[config.mk]
export PLATFORM = sky130hd
export DESIGN_NAME = systolic_drain
export DESIGN_NICKNAME = d
export VERILOG_FILES = /design/src/rtl/systolic_drain.sv
export SDC_FILE = /design/constraint.sdc
export NUM_CORES = 1
export LEC_CHECK = 0
export CAP_MARGIN = 20
export CORE_MARGIN = 3
export CORE_UTILIZATION = 58
export DETAILED_ROUTE_END_ITERATION = 6
export PLACE_DENSITY = 0.79
export SYNTH_ARGS = -nofsm -noshare
export SYNTH_HDL_FRONTEND = slang
export SYNTH_SLANG_ARGS = --single-unit
[constraint.sdc]
create_clock -name clk -period 6.5 [get_ports clk]
set_clock_uncertainty 0.1 [all_clocks]
set_input_delay 1.3 -clock clk [delete_from_list [all_inputs] [get_ports clk]]
set_output_delay 1.3 -clock clk [all_outputs]
set_load 0.02 [all_outputs]
[src/rtl/systolic_drain.sv]
// systolic_drain: deskews the skewed column sums leaving the array, buffers aligned rows
// and serialises them one word per cycle. Define DRAIN_RELU_EN to zero negative words at the FIFO write.
module systolic_drain #(
    parameter int COLS      = 4,
    parameter int ACC_WIDTH = 32,
    parameter int DEPTH     = 4
) (
    input  logic                      clk,
    input  logic                      reset,
    input  logic                      in_valid,
    input  logic [COLS*ACC_WIDTH-1:0] acc_in,
    output logic [ACC_WIDTH-1:0]      out_data,
    output logic                      out_valid,
    input  logic                      out_ready,
    output logic [$clog2(COLS)-1:0]   out_col,
    output logic                      out_last,
    output logic                      full,
    output logic [$clog2(DEPTH):0]    level,
    output logic                      overflow
);
    localparam int COL_W = $clog2(COLS);
    localparam int PTR_W = $clog2(DEPTH);
    localparam int LVL_W = PTR_W + 1;
    localparam int ROW_W = COLS * ACC_WIDTH;
    localparam logic [COL_W-1:0] COL_LAST = COL_W'(COLS - 1);
    localparam logic [LVL_W-1:0] LVL_FULL = LVL_W'(DEPTH);

    logic [COLS-2:0]  vld_q, vld_d;
    logic [ROW_W-1:0] row_aligned;
    logic [ROW_W-1:0] wr_row;
    logic [ROW_W-1:0] head_row;
    logic [ROW_W-1:0] mem_q [DEPTH];
    logic [PTR_W-1:0] wr_ptr_q, wr_ptr_d, rd_ptr_q, rd_ptr_d;
    logic [LVL_W-1:0] level_q, level_d;
    logic [COL_W-1:0] col_q, col_d;
    logic             full_q, full_d;
    logic             ovf_q, ovf_d;
    logic             row_wr, push, pop, fire;

    // Deskew: lane c is delayed COLS-1-c cycles so every lane lands on the row-write cycle.
    for (genvar c = 0; c < COLS - 1; c++) begin : g_skew
        localparam int N = COLS - 1 - c;
        logic [ACC_WIDTH-1:0] dly_q [N];

        always_ff @(posedge clk) begin
            if (reset) begin
                for (int k = 0; k < N; k++) dly_q[k] <= '0;
            end else begin
                dly_q[0] <= acc_in[c*ACC_WIDTH +: ACC_WIDTH];
                for (int k = 1; k < N; k++) dly_q[k] <= dly_q[k-1];
            end
        end

        assign row_aligned[c*ACC_WIDTH +: ACC_WIDTH] = dly_q[N-1];
    end
    assign row_aligned[(COLS-1)*ACC_WIDTH +: ACC_WIDTH] = acc_in[(COLS-1)*ACC_WIDTH +: ACC_WIDTH];

`ifdef DRAIN_RELU_EN
    function automatic logic [ROW_W-1:0] relu_row(input logic [ROW_W-1:0] row);
        logic signed [ACC_WIDTH-1:0] w;
        logic signed [ACC_WIDTH-1:0] zero;
        zero     = '0;
        relu_row = row;
        for (int c = 0; c < COLS; c++) begin
            w = row[c*ACC_WIDTH +: ACC_WIDTH];
            if (w < zero) relu_row[c*ACC_WIDTH +: ACC_WIDTH] = '0;
        end
    endfunction

    assign wr_row = relu_row(row_aligned);
`else
    assign wr_row = row_aligned;
`endif

    assign row_wr    = vld_q[COLS-2];
    assign out_valid = (level_q != '0);
    assign fire      = out_valid && out_ready;
    assign pop       = fire && (col_q == COL_LAST);
    // A full FIFO still accepts the row when the head leaves on the same edge.
    assign push      = row_wr && ((level_q != LVL_FULL) || pop);

    always_comb begin
        vld_d    = vld_q << 1;
        vld_d[0] = in_valid;
        wr_ptr_d = wr_ptr_q;
        rd_ptr_d = rd_ptr_q;
        level_d  = level_q;
        col_d    = col_q;
        ovf_d    = ovf_q;
        if (fire)           col_d    = pop ? '0 : col_q + COL_W'(1);
        if (pop)            rd_ptr_d = rd_ptr_q + PTR_W'(1);
        if (push)           wr_ptr_d = wr_ptr_q + PTR_W'(1);
        if (row_wr && !push) ovf_d   = 1'b1;
        case ({push, pop})
            2'b10:   level_d = level_q + LVL_W'(1);
            2'b01:   level_d = level_q - LVL_W'(1);
            default: level_d = level_q;
        endcase
        full_d = (level_d == LVL_FULL);
    end

    always_ff @(posedge clk) begin
        if (reset) begin
            vld_q    <= '0;
            wr_ptr_q <= '0;
            rd_ptr_q <= '0;
            level_q  <= '0;
            col_q    <= '0;
            full_q   <= 1'b0;
            ovf_q    <= 1'b0;
        end else begin
            vld_q    <= vld_d;
            wr_ptr_q <= wr_ptr_d;
            rd_ptr_q <= rd_ptr_d;
            level_q  <= level_d;
            col_q    <= col_d;
            full_q   <= full_d;
            ovf_q    <= ovf_d;
        end
    end

    always_ff @(posedge clk) begin
        if (push) mem_q[wr_ptr_q] <= wr_row;
    end

    assign head_row = mem_q[rd_ptr_q];

    // Serializer: data is forced to zero while empty so reset shows a clean bus.
    always_comb begin
        out_data = '0;
        if (out_valid) begin
            for (int c = 0; c < COLS; c++) begin
                if (COL_W'(c) == col_q) out_data = head_row[c*ACC_WIDTH +: ACC_WIDTH];
            end
        end
    end

    assign out_col  = col_q;
    assign out_last = out_valid && (col_q == COL_LAST);
    assign level    = level_q;
    assign full     = full_q;
    assign overflow = ovf_q;

endmodule

# [Yosys cells after proc, flatten, opt, wreduce, memory -nomap -nowiden]
# Memory sizes are Yosys's and may differ from the RTL's. A register that Yosys moved wholly into a read port is not among the register bits.
# Cells that the tools add are included.
[classes] addsub=5 n_reduce_logical=10 eq_ne=8 bitwise_logic=5 mux=21
[op_table] op="$mux 32" n=11
[op_table] op="$reduce_or 32->1" n=1
[op_table] op="$add 2x1->2 const B" n=3
[op_table] op="$mux 1" n=6
[op_table] op="$mux 2" n=3
[op_table] op="$pmux 3 s2" n=1
[op_table] op="$logic_and 1x1->1" n=5
[op_table] op="$or 1x1->1" n=5
[op_table] op="$eq 2x2->1 const A" n=2
[op_table] op="$eq 2x2->1 const B" n=2
[op_table] op="$add 3x1->3 const B" n=1
[op_table] op="$eq 3x3->1 const B" n=1
[op_table] op="$ne 3x3->1 const B" n=1
[op_table] op="$reduce_bool 3->1" n=1
[op_table] op="$sub 3x1->3 const B" n=1
[op_table] op="$eq 1x2->1 const A" n=1
[op_table] op="$eq 2x1->1 const B" n=1
[op_table] op="$logic_not 2->1" n=1
[op_table] op="$logic_not 1->1" n=1
[op_table] op="$logic_or 1x1->1" n=1
[totals] mem_bits_rw=704 output_inout_bits=41 wordCells=60 regBits=14 input_bits=132 memories=4
[memory_table] memory="mem_q" depth=4 word_bits=128 read_ports=1 rd_ports_with_merged_regs=1 write_ports=1 line="32" text="logic [ROW_W-1:0] mem_q [DEPTH];"
[memory_table] memory="g_skew[0].dly_q" depth=3 word_bits=32 read_ports=3 rd_ports_with_merged_regs=0 write_ports=3 line="43" text="logic [ACC_WIDTH-1:0] dly_q [N];"
[memory_table] memory="g_skew[1].dly_q" depth=2 word_bits=32 read_ports=2 rd_ports_with_merged_regs=0 write_ports=2 line="43"
[memory_table] memory="g_skew[2].dly_q" depth=1 word_bits=32 read_ports=1 rd_ports_with_merged_regs=0 write_ports=1 line="43"

# [Longest topological paths before layout]
[logic_depth] depth_word=8 depth_mapped=9 mapped_depth_nobuf=8

# [Worst setup path before layout]
# Ideal clock, no wire load.
[synth_path] path_type="input to register" start="input out_ready" end="memory mem_q[1][0] in the netlist's numbering (enable)" setup_time_ns=0.502 cell_stages=3 n_path_buf=0 slack_ns=1.083 t_arrival_ns=4.815 required_time_ns=5.898 cell_sequence="nand2_1 -> a31oi_1 -> and2_1"
[synth_between] elab_chain_cells=6
[synth_lines] element="start: declaration" line="14" text="input logic out_ready,"
[synth_lines] element="$logic_and 1x1->1" line="77" text="assign fire = out_valid && out_ready;"
[synth_lines] element="$logic_and 1x1->1" line="78" text="assign pop = fire && (col_q == COL_LAST);"
[synth_lines] element="$logic_or 1x1->1" line="80" text="assign push = row_wr && ((level_q != LVL_FULL) || pop);"
[synth_lines] element="$logic_and 1x1->1" line="80"
[synth_lines] element="$mux 1" line="123" text="if (push) mem_q[wr_ptr_q] <= wr_row;"
[synth_lines] element="$mux 1 (implied by the code)" line="123"
[synth_lines] element="end: declaration" line="32"
# Every way passes these cells.

==> out/metrics.cfg <==
[worst_setup_path]
crit_required_ns=5.10
crit_chain=nand2_2, o22ai_1, o21ai_0, nand2_1, clkdlybuf4s50_1
critPathCaptureType=output pin
cp-start-kind=register
cp_slowest_stage_delay_ns=0.90
cp_slowest_cell=dfxtp_4
crit_type=reg2out
arrival_ns=3.72
critPathTopFamily=simple AND/OR/NAND/NOR gates
path_max_fanout=44
worstPathBufferInverterCount=1

[drt]
finalWirelength_mm=49.4
antenna_left=0
dr.pass1.iters=5
vias_per_cell=5.68
post-route-drc-count=0
vias=12700
wl_per_cell_um=22.1
drtIter0Drc=1285

[timing]
slew_viol_final=0
fmax_mhz=195
fin_crit_ns=5.12
setup_slack_ns=1.38
setup_viol=0
slew_headroom=0.315
period_share=0.788
worstMarginPinSlew_ns=1.03
final.setup.tns_ns=0
rsz0062_at_grt=no
hold_viol=0

[clock_network]
cts_resized=0
cts_root_buf=clkbuf_16
clock-sinks=720
hold_buffers=0
cts.clk_slew.worst_paths_ns=0.06
cts_max_path_buffers=3
numCtsBuffers=67
h-tree-depth=3
worst_skew_pair.late_latency_ns=0.57
post_cts_buffers=0
cts_tree=done

[logic_synthesis]
syn_avg_cell_area_um2=18.0
synthDominantCellAreaShare=0.603
ys_warn_count=0
synthFlopType=edfxtp_1
synth_edf_count=512
yosys.cell_types.count=48
yosys.area.top_type=edfxtp_1
synthCells=1419
synthArstFlopShare=0
synthTopCellsByCount=512 x edfxtp_1, 208 x dfxtp_1, 199 x nor2b_1
synthTopCellsByArea=edfxtp_1 60%, dfxtp_1 16%, mux4_2 5.1%
yosysMostFrequentCell=edfxtp_1
yosysSeqAreaShare=0.767
syn_nets=1560
synth_seq_cells=720
netlist_area_mm2=0.0255

[final_layout]
fillers=2723
fin_area_mm2=0.0299
area_growth_pct=17.3
num-nets-final=1743
n_antenna_cell=0
drive_above_1_share=0.130
finish.utilization=0.691

[pwr]
power_density_mw_per_mm2=304
finalPower_mw=9.08
ir_worst_vdd_mv=0.184
power.leakage_nw=9.81

[floorplanning]
core_mm2=0.0433
die_x_um=216
start_util=0.589
die_area_mm2=0.0465
io_pins=173
die_height_um=216
placementRows=76

[worst_hold_path]
hp-class=reg2reg

[place]
io_buffers=172
place.gp.congestion=0.752
placed_area_mm2=0.0278
place_hpwl_mm=27.8
pre_cts_slack_ns=1.92

[status]
outcome=complete, no violations

[global_route]
grt_max_degree=119
grtUsageTotal=0.213
antenna_found_initial=1
grt_first_pass_wirelength_mm=76.1
grt_pass1_vias=13000
gr-total-overflow=0

[flow_run]
cap_viol_max_count=0

cell type report:
class,instances,area (µm²),area share
clock buffer,93,1900,0.0635
clock inverter,26,240,0.00804
inverter,8,30.0,0.00100
multi-input combinational,613,5520,0.185
sequential,720,19500,0.654
tap,585,732,0.0245
timing repair buffer,192,1920,0.0643
power breakdown:
part           internal [mW]  total, mW  switching (mW)
registers               4.97       5.01          0.0374
logic                  0.147      0.290           0.143
clock network           2.20       3.78            1.57
worst register-to-register path: cells and delay by family (launching register included):
kind / cells / cell delay (ns)
adders and majority gates: 1 / 0.43
buffers and inverters: 1 / 0.62
and+or+nand+nor: 2 / 1.09
DFF: 1 / 0.43
AOI/OAI and AO/OA: 1 / 0.54
placed cells by master, fill, tap and decap left out, types with 8 or more instances in the layout:
| cell type | instances |
|---|---|
| edfxtp_1 | 512 |
| clkbuf_8 | 8 |
| mux4_2 | 58 |
| o21ai_0 | 32 |
| clkbuf_16 | 69 |
| clkdlybuf4s50_1 | 171 |
| a22oi_1 | 13 |
| a22oi_2 | 20 |
| buf_4 | 16 |
| clkinv_2 | 13 |
| ha_1 | 8 |
| mux2i_1 | 130 |
| o22ai_1 | 64 |
| clkbuf_1 | 15 |
| nand2_1 | 37 |
| nor2b_1 | 199 |
| dfxtp_1 | 206 |
final timing paths:
check	cells after the start	to	slack, ns	from
worst max-delay path	5	out_data[18]	1.38	register
worst min-delay path	1	g_skew[0].dly_q[0][68]	0.33	g_skew[0].dly_q[0][36]
worst max register to register	5	mem_q[2][79]	2.93	out_col[0]
worst min register to register	1	g_skew[0].dly_q[0][68]	0.33	g_skew[0].dly_q[0][36]
registers in the layout, summed over array words and instances (netlist names), named ones only:
name and count:
full 1, g_skew.dly_q 192, level 3, mem_q 512, out_col 2, overflow 1, rd_ptr_q 2, vld_q 3
wr_ptr_q 2
cells by family (layout without fill, tap and decap cells):
| kind of cell | count (synthesis) | in the layout | synth area share |
|---|---|---|---|
| buffers and inverters | 86 | 319 | 0.0177 |
| multiplexers | 194 | 194 | 0.108 |
| adder cells (fa/ha/maj) | 9 | 9 | 0.00471 |
| flip-flops | 720 | 720 | 0.767 |
| AND/OR/NAND/NOR | 263 | 263 | 0.0612 |
| XOR/XNOR | 4 | 4 | 0.00137 |
| AO/OA/AOI/OAI | 143 | 143 | 0.0400 |
stage by stage:
stage	std cells	hold slack, ns
after floorplan	1419	0.314
after global placement	2118	0.318
after detailed placement	2118	0.321
after CTS	2237	0.333
after global routing	2237	0.346
final	2237	0.331
routing by layer:
metal	share of wire	GRT usage
met2	0.47	0.333
met4	0.020	0.0661
met3	0.070	0.0390
met1	0.44	0.313
met5	0.00018	0
Power figures use the tool's default switching activity.
